**src/rtl/icache_pkg.sv**
```systemverilog
// Shared definitions for the instruction cache: FSM encoding, NOP filler, default geometry.
package icache_pkg;

   typedef enum logic [1:0] {
      ST_IDLE,
      ST_REQ,
      ST_FILL,
      ST_UPDATE
   } state_t;

   // addi x0, x0, 0 -- handed to ifetch whenever no real instruction is available
   localparam logic [31:0] NOP_INST = 32'h0000_0013;

   localparam int DEF_NB_LINES       = 16;
   localparam int DEF_WORDS_PER_LINE = 4;

endpackage

```
**src/rtl/icache_line_ram.sv**
```systemverilog
// Tag and data storage for the direct-mapped instruction cache.
// One write port per array, asynchronous read so a hit resolves in the lookup cycle.
module icache_line_ram #(
   parameter int NB_LINES       = 16,
   parameter int WORDS_PER_LINE = 4,
   parameter int TAG_W          = 24,
   localparam int IDX_W         = $clog2(NB_LINES),
   localparam int OFF_W         = $clog2(WORDS_PER_LINE)
) (
   input  logic              clk,
   input  logic [IDX_W-1:0]  rd_index,
   input  logic [OFF_W-1:0]  rd_offset,
   output logic [TAG_W-1:0]  rd_tag,
   output logic [31:0]       rd_word,
   input  logic [IDX_W-1:0]  wr_index,
   input  logic [OFF_W-1:0]  wr_offset,
   input  logic              data_we,
   input  logic [31:0]       wr_data,
   input  logic              tag_we,
   input  logic [TAG_W-1:0]  wr_tag
);

   logic [31:0]      data_mem [NB_LINES*WORDS_PER_LINE];
   logic [TAG_W-1:0] tag_mem  [NB_LINES];

   // NOTE: storage arrays carry no reset; the separate valid bits make stale contents harmless
   // and keep these mappable onto plain RAM.
   always_ff @(posedge clk) begin
      if (data_we)
         data_mem[{wr_index, wr_offset}] <= wr_data;
      if (tag_we)
         tag_mem[wr_index] <= wr_tag;
   end

   assign rd_word = data_mem[{rd_index, rd_offset}];
   assign rd_tag  = tag_mem[rd_index];

endmodule

```
**src/rtl/icache.sv**
```systemverilog
// Direct-mapped instruction cache: zero-latency hits, fixed-length line refill
// from a request/ack/beat memory port, whole-cache flush for fence.i.
module icache
   import icache_pkg::*;
#(
   parameter int NB_LINES       = DEF_NB_LINES,
   parameter int WORDS_PER_LINE = DEF_WORDS_PER_LINE
) (
   input  logic        clk,
   input  logic        reset,
   input  logic [31:0] ADR_SI,
   input  logic        ADR_VALID_SI,
   input  logic        IC_FLUSH_SI,
   output logic [31:0] IC_INST_SI,
   output logic        IC_STALL_SI,
   output logic [31:0] RAM_ADR_SC,
   output logic        RAM_REQ_SC,
   input  logic        RAM_ACK_SP,
   input  logic        RAM_VALID_SP,
   input  logic [31:0] RAM_DATA_SP
);

   localparam int OFF_W = $clog2(WORDS_PER_LINE);
   localparam int IDX_W = $clog2(NB_LINES);
   localparam int LSB_W = OFF_W + 2;
   localparam int TAG_W = 32 - IDX_W - LSB_W;
   localparam logic [OFF_W-1:0] LAST_BEAT = OFF_W'(WORDS_PER_LINE - 1);

   state_t              state, state_n;
   logic [31:0]         line_adr;
   logic [OFF_W-1:0]    cnt;
   logic                flush_pending;
   logic [NB_LINES-1:0] valid;

   logic [OFF_W-1:0]    adr_offset;
   logic [IDX_W-1:0]    adr_index;
   logic [TAG_W-1:0]    adr_tag;
   logic [IDX_W-1:0]    line_index;
   logic [TAG_W-1:0]    line_tag;
   logic [TAG_W-1:0]    rd_tag;
   logic [31:0]         rd_word;
   logic                hit;
   logic                unused_adr_bits;

   logic capture, cnt_clr, cnt_inc, data_we, tag_we, set_valid, clear_all, set_flush;

   assign adr_offset      = ADR_SI[LSB_W-1:2];
   assign adr_index       = ADR_SI[IDX_W+LSB_W-1:LSB_W];
   assign adr_tag         = ADR_SI[31:IDX_W+LSB_W];
   assign line_index      = line_adr[IDX_W+LSB_W-1:LSB_W];
   assign line_tag        = line_adr[31:IDX_W+LSB_W];
   assign unused_adr_bits = ^ADR_SI[1:0];
   assign hit             = valid[adr_index] && (rd_tag == adr_tag);
   assign RAM_ADR_SC      = line_adr;

   icache_line_ram #(
      .NB_LINES       (NB_LINES),
      .WORDS_PER_LINE (WORDS_PER_LINE),
      .TAG_W          (TAG_W)
   ) u_line_ram (
      .clk       (clk),
      .rd_index  (adr_index),
      .rd_offset (adr_offset),
      .rd_tag    (rd_tag),
      .rd_word   (rd_word),
      .wr_index  (line_index),
      .wr_offset (cnt),
      .data_we   (data_we),
      .wr_data   (RAM_DATA_SP),
      .tag_we    (tag_we),
      .wr_tag    (line_tag)
   );

   // NOTE: every signal driven here gets a default first, so no path can leave one unassigned
   // and infer a latch.
   always_comb begin
      state_n     = state;
      IC_STALL_SI = 1'b0;
      IC_INST_SI  = NOP_INST;
      RAM_REQ_SC  = 1'b0;
      capture     = 1'b0;
      cnt_clr     = 1'b0;
      cnt_inc     = 1'b0;
      data_we     = 1'b0;
      tag_we      = 1'b0;
      set_valid   = 1'b0;
      clear_all   = 1'b0;
      set_flush   = 1'b0;

      unique case (state)
         ST_IDLE: begin
            // A flush wins over the lookup: the hit is withheld and no refill starts this cycle.
            if (IC_FLUSH_SI) begin
               clear_all   = 1'b1;
               IC_STALL_SI = ADR_VALID_SI;
            end else if (ADR_VALID_SI) begin
               if (hit) begin
                  IC_INST_SI = rd_word;
               end else begin
                  IC_STALL_SI = 1'b1;
                  capture     = 1'b1;
                  state_n     = ST_REQ;
               end
            end
         end
         ST_REQ: begin
            IC_STALL_SI = 1'b1;
            RAM_REQ_SC  = 1'b1;
            set_flush   = IC_FLUSH_SI;
            if (RAM_ACK_SP) begin
               cnt_clr = 1'b1;
               state_n = ST_FILL;
            end
         end
         ST_FILL: begin
            IC_STALL_SI = 1'b1;
            set_flush   = IC_FLUSH_SI;
            if (RAM_VALID_SP) begin
               data_we = 1'b1;
               cnt_inc = 1'b1;
               if (cnt == LAST_BEAT)
                  state_n = ST_UPDATE;
            end
         end
         ST_UPDATE: begin
            IC_STALL_SI = 1'b1;
            tag_we      = 1'b1;
            if (flush_pending || IC_FLUSH_SI)
               clear_all = 1'b1;
            else
               set_valid = 1'b1;
            state_n = ST_IDLE;
         end
         default: state_n = ST_IDLE;
      endcase

      if (reset) begin
         IC_STALL_SI = 1'b0;
         IC_INST_SI  = NOP_INST;
      end
   end

   // NOTE: state registers use non-blocking assignments so every flop samples pre-edge values.
   always_ff @(posedge clk or posedge reset) begin
      if (reset) begin
         state         <= ST_IDLE;
         line_adr      <= '0;
         cnt           <= '0;
         flush_pending <= 1'b0;
         valid         <= '0;
      end else begin
         state <= state_n;
         if (capture)
            line_adr <= {ADR_SI[31:LSB_W], {LSB_W{1'b0}}};
         if (cnt_clr)
            cnt <= '0;
         else if (cnt_inc)
            cnt <= cnt + 1'b1;
         if (state == ST_UPDATE)
            flush_pending <= 1'b0;
         else if (set_flush)
            flush_pending <= 1'b1;
         if (clear_all)
            valid <= '0;
         else if (set_valid)
            valid[line_index] <= 1'b1;
      end
   end

endmodule

```
**config.mk**
```make
export PLATFORM = sky130hd
export DESIGN_NAME = icache
export DESIGN_NICKNAME = d
export VERILOG_FILES = /design/src/rtl/icache_pkg.sv /design/src/rtl/icache_line_ram.sv /design/src/rtl/icache.sv
export SDC_FILE = /design/constraint.sdc
export NUM_CORES = 2
export LEC_CHECK = 0
export BUFFER_PORTS_ARGS = -buffer_cell sky130_fd_sc_hd__buf_2
export CELL_PAD_IN_SITES_DETAIL_PLACEMENT = 0
export CELL_PAD_IN_SITES_GLOBAL_PLACEMENT = 1
export CORE_ASPECT_RATIO = 1.5
export CORE_MARGIN = 2
export CORE_UTILIZATION = 51
export CTS_CLUSTER_DIAMETER = 100
export CTS_CLUSTER_SIZE = 30
export DETAILED_ROUTE_END_ITERATION = 7
export PLACE_DENSITY_LB_ADDON = 0.1
export SKIP_CTS_REPAIR_TIMING = 1
export SYNTH_ARGS = -nofsm -noshare
export SYNTH_HDL_FRONTEND = slang
export SYNTH_SLANG_ARGS = --single-unit
```
**constraint.sdc**
```tcl
create_clock -name clk -period 5 [get_ports clk]
set_input_delay 1 -clock clk [delete_from_list [all_inputs] [get_ports clk]]
set_output_delay 1 -clock clk [all_outputs]
set_load 0.02 [all_outputs]
```
==> qor.txt <==
status = finished, violations left
violated checks = negative setup slack
final worst slack = -209 ps
drt first pass iters = 8
initial antenna violation count = 12
mean number of vias per cell = 6.41
Max-Cap Viols = 0
Async S/R FF share, synth = 0.0198
worst setup path class = in2out
post-synthesis cell type count = 66
first-pass GRT wire length = 343000 µm
routed vias = 42900
CP max FO = 22
Peak VDD IR = 0.369 mV
grt met2 use = 0.471
vias in the first global route = 43900
sequential share of power = 0.651
most common library cell in the layout ignoring fill and taps = edfxtp_1
root buf cell = clkbuf_16
Hold Vio Cnt, Final = 0
largest net degree at the start of global routing = 68
Slew Viols, Final = 0
DRT iter0 DRCs = 4788
yosys warns = 0
NetSw = 8.87 mW
Worst setup EP type = output pin
IO Pins = 136
HP Class = in2reg
FILL cells = 13600
IO buf count = 129
Worst-Skew Late Latency = 780 ps
pwr/cell area = 358 mW/mm²
synthesized area = 0.0954 mm²
final hold slack = 487 ps
gpl congestion = 0.809
Antenna Nets Post-Route = 0
Initial Util = 0.513
drt total wl = 248000 µm
part of the power in combinational logic = 0.097
Max clock buf depth = 3
Area growth, synth to finish = 10.2%
P_int = 28.8 mW
CTS H-tree depth = 3
Pleak = 32.3 nW
RSZ-0062 raised after global routing = true
cts bufs inserted = 92
pre-CTS WS = -387 ps
DRC errors left = 0
Critical Path AT = 4210 ps
Synth Flop Type = edfxtp_1
share of layout cells above drive strength 1 = 0.344
crit path launch type = input pin
Final Cycle Share = 1.04
EDFF count, synth = 2432
Setup Viol. Count Final = 33
Synth Instances = 3881
full die area = 0.191 mm²
register area share after synthesis = 0.779
fin crit period = 5210 ps
DR WL/cell = 37.1 µm
Post-Syn Area per Cell = 24.6 µm²
CTS tree = yes
post-route cell area = 0.105 mm²
die width = 357 µm
FF+latch count, synth = 2481
Clock transition at path regs = 120 ps
dpl hpwl = 142000 µm
Post-DP Area = 0.102 mm²
WP data required = 4000 ps
Post-Route Skew = 24.6 ps
grt total ovfl = 0
most frequent cells in the layout = edfxtp_1, mux4_2, buf_4, clkbuf_16, buf_2
fmax = 192 MHz
die height = 534 µm
clock power share = 0.252
met1 GRT Util = 0.343
Core ar. = 0.186 mm²
# nets final = 4280
global-route layer with the greatest usage = met2
gr usage total = 0.262
GR Layer Usage met3 = 0.0250
Sw Ratio = 0.236
Worst Tran Pin Value = 1280 ps
Worst slew margin = 0.146
clock sinks = 2481
row count = 194
==> synthesized netlist by cell type, types with 6 or more instances <==
cell,number,area share
edfxtp_1,2432,0.77
ha_1,6,0.00079
mux2i_1,63,0.0066
clkbuf_1,123,0.0048
dfrtp_1,49,0.013
xor2_1,13,0.0012
a21oi_1,25,0.0013
buf_1,38,0.0015
nand2_1,26,0.0010
nor3_1,7,0.00037
nor2b_1,36,0.0024
nor2_1,111,0.0044
mux2_4,20,0.0031
buf_4,14,0.0011
mux2_2,20,0.0024
xnor2_1,11,0.0010
mux4_2,759,0.18
nand4_1,6,0.00039
buf_2,19,0.0010
inv_1,6,0.00024
==> metrics by stage <==
stage	power, mW	util	TNS (ps)	cells
floorplan	26.7	-	0	3884
global placement	28.6	0.548	-9870	6547
detailed placement	28.7	0.548	-9990	6547
CTS	37.9	0.562	-10770	6679
global route	38.8	0.565	-7610	6694
finish	37.6	0.565	-5210	6694
==> power by group through the flow <==
stage,combinational [mW],clock (mW),sequential (mW)
after floorplan,1.88,0,24.8
after global placement,3.64,0,24.9
after detailed placement,3.68,0,25.0
after CTS,3.69,9.71,24.5
after global routing,3.86,10.3,24.6
final,3.65,9.47,24.5
==> cell type report <==
class	instances	area [µm²]	share of cell area
clock buffers	126	2450	0.0233
inverters	7	28.8	0.000274
clock inverters	6	66.3	0.000631
repair buffers	429	4230	0.0402
well taps	2450	3070	0.0292
diodes	2	5.00	0.0000476
flip-flops and latches	2481	74300	0.707
multi-input cells	1193	21000	0.200
==> worst max-delay path: stages <==
cell and delay (ps):
buf_12 210, buf_12 230, nor2b_1 320, buf_4 180, a22o_1 140, a221oi_2 40
xor2_1 210, buf_4 250, nand4_1 330, buf_4 280, nor2_4 120, nand4_1 170
buf_6 200, buf_12 130, a211oi_4 190, buf_6 150
==> routing by layer <==
| metal | vias up | share of wire |
|---|---|---|
| li1 | 17200 | - |
| met1 | 24200 | 0.38 |
| met2 | 1296 | 0.54 |
| met3 | 243 | 0.046 |
| met4 | 6 | 0.027 |
| met5 | - | 0.00017 |
==> path summary, 6_finish.rpt <==
| check | to | from | slack (ps) | cells after the start |
|---|---|---|---|---|
| setup / recovery | IC_INST_SI[28] | ADR_SI[4] | -210 | 16 |
| min in group asynchronous | RAM_ADR_SC[6]$_DFFE_PP0P_ | reset | 500 | 3 |
| hold reg to reg | valid[7]$_DFFE_PP0P_ | valid[7]$_DFFE_PP0P_ | 510 | 2 |
| hold / removal | cnt[1]$_DFFE_PP0P_ | RAM_ACK_SP | 490 | 2 |
| max in group asynchronous | RAM_ADR_SC[12]$_DFFE_PP0P_ | reset | 3980 | 3 |
| setup reg to reg | u_line_ram.data_mem[20][18]$_DFFE_PP_ | state[0]$_DFFE_PP0P_ | 1570 | 7 |
==> registers in the layout, summed over array words and instances (netlist names) <==
signal               flops
cnt                      2
u_line_ram.data_mem   2048
state                    2
valid                   16
flush_pending            1
RAM_ADR_SC              28
u_line_ram.tag_mem     384
==> cells by family after synthesis <==
family	Yosys count	synth area share
AO/OA/AOI/OAI	70	0.00564
XOR/XNOR	24	0.00220
adder cells (fa/ha/maj)	6	0.000787
buffers and inverters	210	0.0100
flip-flops	2481	0.779
multiplexers	862	0.191
other	1	0.0000393
AND/OR/NAND/NOR	227	0.0114
(Power assumes the default switching activity.)
